==> src/rtl/vpu_pkg.sv <==
// Shared definitions for the video pipeline: sprite result slot layout,
// control register addresses and pipeline stage records.
package vpu_pkg;

  localparam int SLOT_W     = 18;
  localparam int ID_W       = 9;
  localparam int OFF_W      = 4;
  localparam int ID_LSB     = 9;
  localparam int OFFX_LSB   = 5;
  localparam int OFFY_LSB   = 1;
  localparam int BORDER_BIT = 0;
  localparam int COLOR_W    = 16;
  localparam int MEM_ADDR_W = ID_W + 2 * OFF_W;

  localparam logic [COLOR_W-1:0] TRANSPARENT_KEY_DEFAULT = 16'hF81F;

  localparam logic [1:0] REG_STATUS = 2'd0;
  localparam logic [1:0] REG_COUNT  = 2'd1;
  localparam logic [1:0] REG_CTRL   = 2'd2;

  typedef struct packed {
    logic [ID_W-1:0]  id;
    logic [OFF_W-1:0] off_x;
    logic [OFF_W-1:0] off_y;
    logic             border;
  } sprite_slot_t;

  typedef struct packed {
    logic               valid;
    logic               hit;
    sprite_slot_t       slot;
    logic [COLOR_W-1:0] bg;
    logic               force_dbg;
    logic               multi;
  } stage1_t;

  typedef struct packed {
    logic               valid;
    logic               hit;
    logic               force_dbg;
    logic [COLOR_W-1:0] bg;
  } stage2_t;

  function automatic sprite_slot_t unpack_slot(input logic [SLOT_W-1:0] raw);
    sprite_slot_t s;
    s.id     = raw[ID_LSB +: ID_W];
    s.off_x  = raw[OFFX_LSB +: OFF_W];
    s.off_y  = raw[OFFY_LSB +: OFF_W];
    s.border = raw[BORDER_BIT];
    return s;
  endfunction

endpackage

==> src/rtl/sprite_priority_select.sv <==
// Picks the lowest-index sprite slot with a nonzero id and reports whether
// two or more slots are visible on the current pixel.
module sprite_priority_select
  import vpu_pkg::*;
#(
  parameter int SPRITE_COUNT = 32
) (
  input  logic [SPRITE_COUNT*SLOT_W-1:0] sprite_results,
  output logic                           hit,
  output logic [SLOT_W-1:0]              slot,
  output logic                           multi
);

  sprite_slot_t cur;
  logic [1:0]   seen;

  always_comb begin
    // NOTE: every output gets a default before the loop so no path can infer a latch.
    hit  = 1'b0;
    slot = '0;
    seen = 2'd0;
    cur  = '0;
    for (int j = 0; j < SPRITE_COUNT; j++) begin
      cur = unpack_slot(sprite_results[j*SLOT_W +: SLOT_W]);
      if (cur.id != '0) begin
        if (!hit) begin
          hit  = 1'b1;
          slot = cur;
        end
        // Population count only needs to know "two or more", so it saturates at 2.
        if (seen != 2'd2) seen = seen + 2'd1;
      end
    end
    multi = (seen == 2'd2);
  end

endmodule

==> src/rtl/sprite_pixel_compositor.sv <==
// Three-stage sprite compositor: select sprite, fetch its pixel, then blend
// against background; also tracks sprite collisions behind a small register slave.
module sprite_pixel_compositor
  import vpu_pkg::*;
#(
  parameter int          SPRITE_COUNT    = 32,
  parameter logic [15:0] TRANSPARENT_KEY = TRANSPARENT_KEY_DEFAULT,
  parameter logic [15:0] DEBUG_COLOR     = 16'hFFFF
) (
  input  logic                           clk,
  input  logic                           reset_n,
  input  logic                           pixel_valid,
  input  logic [SPRITE_COUNT*SLOT_W-1:0] sprite_results,
  input  logic [15:0]                    bg_color,
  input  logic                           border_debug_en,
  output logic                           mem_rd,
  output logic [16:0]                    mem_addr,
  input  logic [15:0]                    mem_rdata,
  output logic                           out_valid,
  output logic [15:0]                    out_color,
  input  logic                           write,
  input  logic                           read,
  input  logic [1:0]                     address,
  input  logic [31:0]                    writedata,
  output logic [31:0]                    readdata,
  output logic                           irq
);

  logic              sel_hit;
  logic              sel_multi;
  logic [SLOT_W-1:0] sel_slot;

  stage1_t           s1_d, s1_q;
  stage2_t           s2_d, s2_q, s3_d, s3_q;
  logic              mem_rd_d, mem_rd_q;
  logic [16:0]       mem_addr_d, mem_addr_q;
  logic              flag_d, flag_q;
  logic [15:0]       count_d, count_q;
  logic              irq_en_d, irq_en_q;
  logic              irq_d, irq_q;
  logic [31:0]       readdata_d, readdata_q;
  logic              collision;
  logic              unused_wdata;

  sprite_priority_select #(
    .SPRITE_COUNT (SPRITE_COUNT)
  ) u_select (
    .sprite_results (sprite_results),
    .hit            (sel_hit),
    .slot           (sel_slot),
    .multi          (sel_multi)
  );

  assign unused_wdata = ^writedata[31:1];
  assign collision    = s1_q.valid & s1_q.multi;

  always_comb begin
    s1_d = '0;
    if (pixel_valid) begin
      s1_d.valid     = 1'b1;
      s1_d.hit       = sel_hit;
      s1_d.slot      = sprite_slot_t'(sel_slot);
      s1_d.bg        = bg_color;
      s1_d.force_dbg = border_debug_en & sel_slot[BORDER_BIT];
      s1_d.multi     = sel_multi;
    end

    s2_d.valid     = s1_q.valid;
    s2_d.hit       = s1_q.hit;
    s2_d.force_dbg = s1_q.force_dbg;
    s2_d.bg        = s1_q.bg;
    s3_d           = s2_q;

    mem_rd_d   = s1_q.valid & s1_q.hit;
    mem_addr_d = mem_rd_d ? {s1_q.slot.id, s1_q.slot.off_y, s1_q.slot.off_x} : mem_addr_q;

    // A clear and a collision landing together: the clear applies first, then the event.
    flag_d  = flag_q;
    count_d = count_q;
    if (write && address == REG_STATUS && writedata[0]) flag_d = 1'b0;
    if (write && address == REG_COUNT) count_d = '0;
    if (collision) begin
      flag_d = 1'b1;
      if (count_d != 16'hFFFF) count_d = count_d + 16'd1;
    end

    irq_en_d = irq_en_q;
    if (write && address == REG_CTRL) irq_en_d = writedata[0];
    irq_d = flag_q & irq_en_q;

    readdata_d = readdata_q;
    if (read) begin
      case (address)
        REG_STATUS: readdata_d = {31'd0, flag_q};
        REG_COUNT:  readdata_d = {16'd0, count_q};
        REG_CTRL:   readdata_d = {31'd0, irq_en_q};
        default:    readdata_d = '0;
      endcase
    end
  end

  // Memory data arrives in the stage-3 cycle, so the final blend is combinational.
  always_comb begin
    out_color = '0;
    if (s3_q.valid) begin
      if (s3_q.force_dbg)                               out_color = DEBUG_COLOR;
      else if (s3_q.hit && mem_rdata != TRANSPARENT_KEY) out_color = mem_rdata;
      else                                              out_color = s3_q.bg;
    end
  end

  always_ff @(posedge clk or negedge reset_n) begin
    if (!reset_n) begin
      s1_q       <= '0;
      s2_q       <= '0;
      s3_q       <= '0;
      mem_rd_q   <= 1'b0;
      mem_addr_q <= '0;
      flag_q     <= 1'b0;
      count_q    <= '0;
      irq_en_q   <= 1'b0;
      irq_q      <= 1'b0;
      readdata_q <= '0;
    end else begin
      // NOTE: non-blocking so every flop samples pre-edge values regardless of statement order.
      s1_q       <= s1_d;
      s2_q       <= s2_d;
      s3_q       <= s3_d;
      mem_rd_q   <= mem_rd_d;
      mem_addr_q <= mem_addr_d;
      flag_q     <= flag_d;
      count_q    <= count_d;
      irq_en_q   <= irq_en_d;
      irq_q      <= irq_d;
      readdata_q <= readdata_d;
    end
  end

  assign mem_rd    = mem_rd_q;
  assign mem_addr  = mem_addr_q;
  assign out_valid = s3_q.valid;
  assign irq       = irq_q;
  assign readdata  = readdata_q;

endmodule

==> config.mk <==
export PLATFORM = sky130hd
export DESIGN_NAME = sprite_pixel_compositor
export DESIGN_NICKNAME = d
export VERILOG_FILES = /design/src/rtl/vpu_pkg.sv /design/src/rtl/sprite_priority_select.sv /design/src/rtl/sprite_pixel_compositor.sv
export SDC_FILE = /design/constraint.sdc
export NUM_CORES = 1
export LEC_CHECK = 0
export CORE_AREA = 2 2 275 277
export DETAILED_ROUTE_END_ITERATION = 12
export DIE_AREA = 0 0 277 279
export GPL_TIMING_DRIVEN = 0
export PLACE_DENSITY = 0.46
export REMOVE_ABC_BUFFERS = 1
export SLEW_MARGIN = 15
export SYNTH_ARGS = -nofsm -noshare
export SYNTH_HDL_FRONTEND = slang
export SYNTH_SLANG_ARGS = --single-unit
==> constraint.sdc <==
create_clock -name clk -period 4.8 [get_ports clk]
set_clock_uncertainty 0.05 [all_clocks]
set_input_delay 0.96 -clock clk [delete_from_list [all_inputs] [get_ports clk]]
set_output_delay 0.96 -clock clk [all_outputs]
set_load 0.1 [all_outputs]
==> run metrics, run 1 <==
status finished, violations left; failing checks setup timing; Syn Area/Cell 7.12 um2; layout cell share with drive strength beyond 1 14.3%; CTS tree yes; Clk pin slew, worst setup/hold paths 0.06 ns; Fillers 7930; fin crit share 191%; CP max FO 8; Slew headroom 26.3%; Yosys warnings 0; final hold violation count 0; DRT iter0 DRCs 1357; vias post-DR 18100; CTS root buf clkbuf_16; first drt pass iteration count 6; Post-Syn Area 13200 um2; Port Buffers 668; Max Cap Viol 0; area grow syn2layout 75.5%; final wirelength 84300 um; final worst setup slack -4.39 ns; Clock Sinks 128; cts hold-fix bufs 0; worst-margin pin slew 1.10 ns; clk buf depth 2; nets 3178; per-cell routed wire length 23.9 um; Worst Setup Start Kind primary input; boundary pin count 716; #FFs+latches synth 128; post-route ant nets 0; CP most frequent cell buf_4; Die Ht 279 um; Syn Inst Count 1856; Core Util, Final 31.3%; Core ar. 74100 um2; post-DP HPWL 69700 um; CP endpoint kind register; sequential area share after synthesis 24.2%; gr ovfl total 0; Synth cell types 94; area occupied by multi-input gates 10400 um2; worst hold slack 0.293 ns; EDFF count, synth 0; largest net degree at the start of global routing 70; cts bufs inserted 17; FP Rows 100; die area 77300 um2; GP Congestion 0.937; DRC 0; fin cells 3519; peak supply drop 0.258 mV; PwrDens 171 nW/um2; Placed Cells 3399; chip width 277 um; largest area contributor in the netlist dfrtp_1; achievable clock frequency 0.109 GHz; Slew Limit Fails 0; CP peak stage delay 0.59 ns; crit path time final 9.19 ns; dpl ws -6.88 ns; CP Class primary input to register; vias in the first global route 18000; initial antenna violation count 19; Initial Utilization 17.8%; vias per inst 5.14; endpoints failing setup 20; hold path depth 0; r2r worst-path depth 11; Storage cell area 3200 um2; Total Routing Usage GR 20.5%; Worst-Skew Late Latency 0.41 ns; Post-synth top cells 292 x nor2_1, 218 x nand2_1, 129 x o21ai_0; CP max stage cell nor4_4; Pleak 8.34 nW; CP required 4.99 ns; RSZ-0062 raised after global routing yes; Synth Flop Type dfrtp_1; H-tree Lvls 4; top post-synthesis cells by area dfrtp_1 24%, nor2_1 8.3%, nand2_1 6.2%, o21ai_0 4.9%, o211ai_1 4.0%; post-synth top area share 24.2%; Min-Delay Path Class register to register; first-pass GRT wire length 121000 um; Data arrival, critical path 9.38 ns; most frequent cell after synthesis nor2_1; post-synthesis async set-or-reset flop share 100%
## cells by family (layout without fill, tap and decap cells)
| family | count (synthesis) | count (layout) | share of synthesized area [%] |
|---|---|---|---|
| other | 1 | 29 | 0.0284 |
| DFF | 128 | 128 | 24.2 |
| and+or+nand+nor | 876 | 878 | 31.5 |
| buffers and inverters | 168 | 832 | 5.35 |
| adders and majority gates | 6 | 6 | 0.568 |
| muxes | 44 | 44 | 3.68 |
| AOI/OAI and AO/OA | 614 | 614 | 33.4 |
| xor gates and xnor gates | 19 | 19 | 1.26 |
## sequential cells by signal (all words and copies together), names as in the netlist
| name | flops |
|---|---|
| count_q | 16 |
| flag_q | 1 |
| irq | 1 |
| irq_en_q | 1 |
| mem_addr | 17 |
| mem_rd | 1 |
| out_valid | 1 |
| readdata | 16 |
| s1_q | 37 |
| s2_q | 19 |
| s3_q | 18 |
## final cells by class
type,count,area share [%]
Inverter,28,0.464
Antenna cell,13,0.140
Tap cell,969,5.23
Multi-Input combinational cell,1577,45.0
Clock buffer,20,1.97
Timing Repair Buffer,772,32.5
Sequential cell,128,13.8
Clock inverter,12,0.885
## layout by cell type, fill, tap and decap left out, types with 29 or more instances in the layout
cell type	count
a211oi_1	48
a21oi_1	70
and2_1	29
buf_4	78
clkdlybuf4s50_1	640
dfrtp_1	128
mux2_2	34
nand2_1	215
nand3_1	60
nand4_1	36
nor2_1	268
nor3_1	73
o211ai_1	70
o21ai_0	127
## metal layers
metal	vias up	global-route usage, %	wire length, um
li1	8456	-	-
met1	8816	25.1	35700
met2	736	36.9	42200
met3	83	3.98	5090
met4	4	4.29	1350
met5	-	0	23
## worst paths after layout
| kind | startpoint | slack [ns] | endpoint |
|---|---|---|---|
| min reg2reg | s2_q[9] | 0.29 | s3_q[9] |
| max | sprite_results[16] | -4.39 | s1_q[0] |
| min | s2_q[9] | 0.29 | s3_q[9] |
| max in group asynchronous | reset_n | 3.47 | count_q[5] |
| min in group asynchronous | reset_n | 0.47 | s3_q[15] |
| max reg2reg | count_q[4] | 2.12 | count_q[6] |
## per-stage QoR
step / setup TNS [ns] / instance area [um2] / power, W
after floorplan: -72.83 / 12700 / 0.00173
after global placement: -498.01 / 20600 / 0.00252
after detailed placement: -121.25 / 21000 / 0.00253
after CTS: -54.63 / 22800 / 0.00399
after global routing: -64.16 / 23200 / 0.00412
final: -53.93 / 23200 / 0.00396
## worst max-delay path: cells and delay by family
family | cells | cell delay (ns)
buffers and inverters | 8 | 1.08
and+or+nand+nor | 14 | 3.54
adders and majority gates | 3 | 0.78
AOI/OAI and AO/OA | 13 | 3.01
## what timing repair did
item                                   4_1_cts  5_1_grt
resized for setup                          232       42
endpoints found under the hold margin        0        0
pin swaps                                   56       34
gates cloned                                 0        2
buffers inserted                            62       11
setup endpoints to repair                   36       21
## power by group
group,switching [W],total [W],internal (W)
sequential,0.0000409,0.00119,0.00115
combinational,0.000692,0.00133,0.000636
clock,0.000487,0.00144,0.000952
total,0.00122,0.00396,0.00274
No activity file was read; power rests on OpenSTA's default activity.
==> inputs of run 2 (changes only) <==
- CTS_CLUSTER_SIZE: unset -> 16
==> results of run 2 <==
Same layout as run 1: the final DEF is identical, and so are final timing and power.
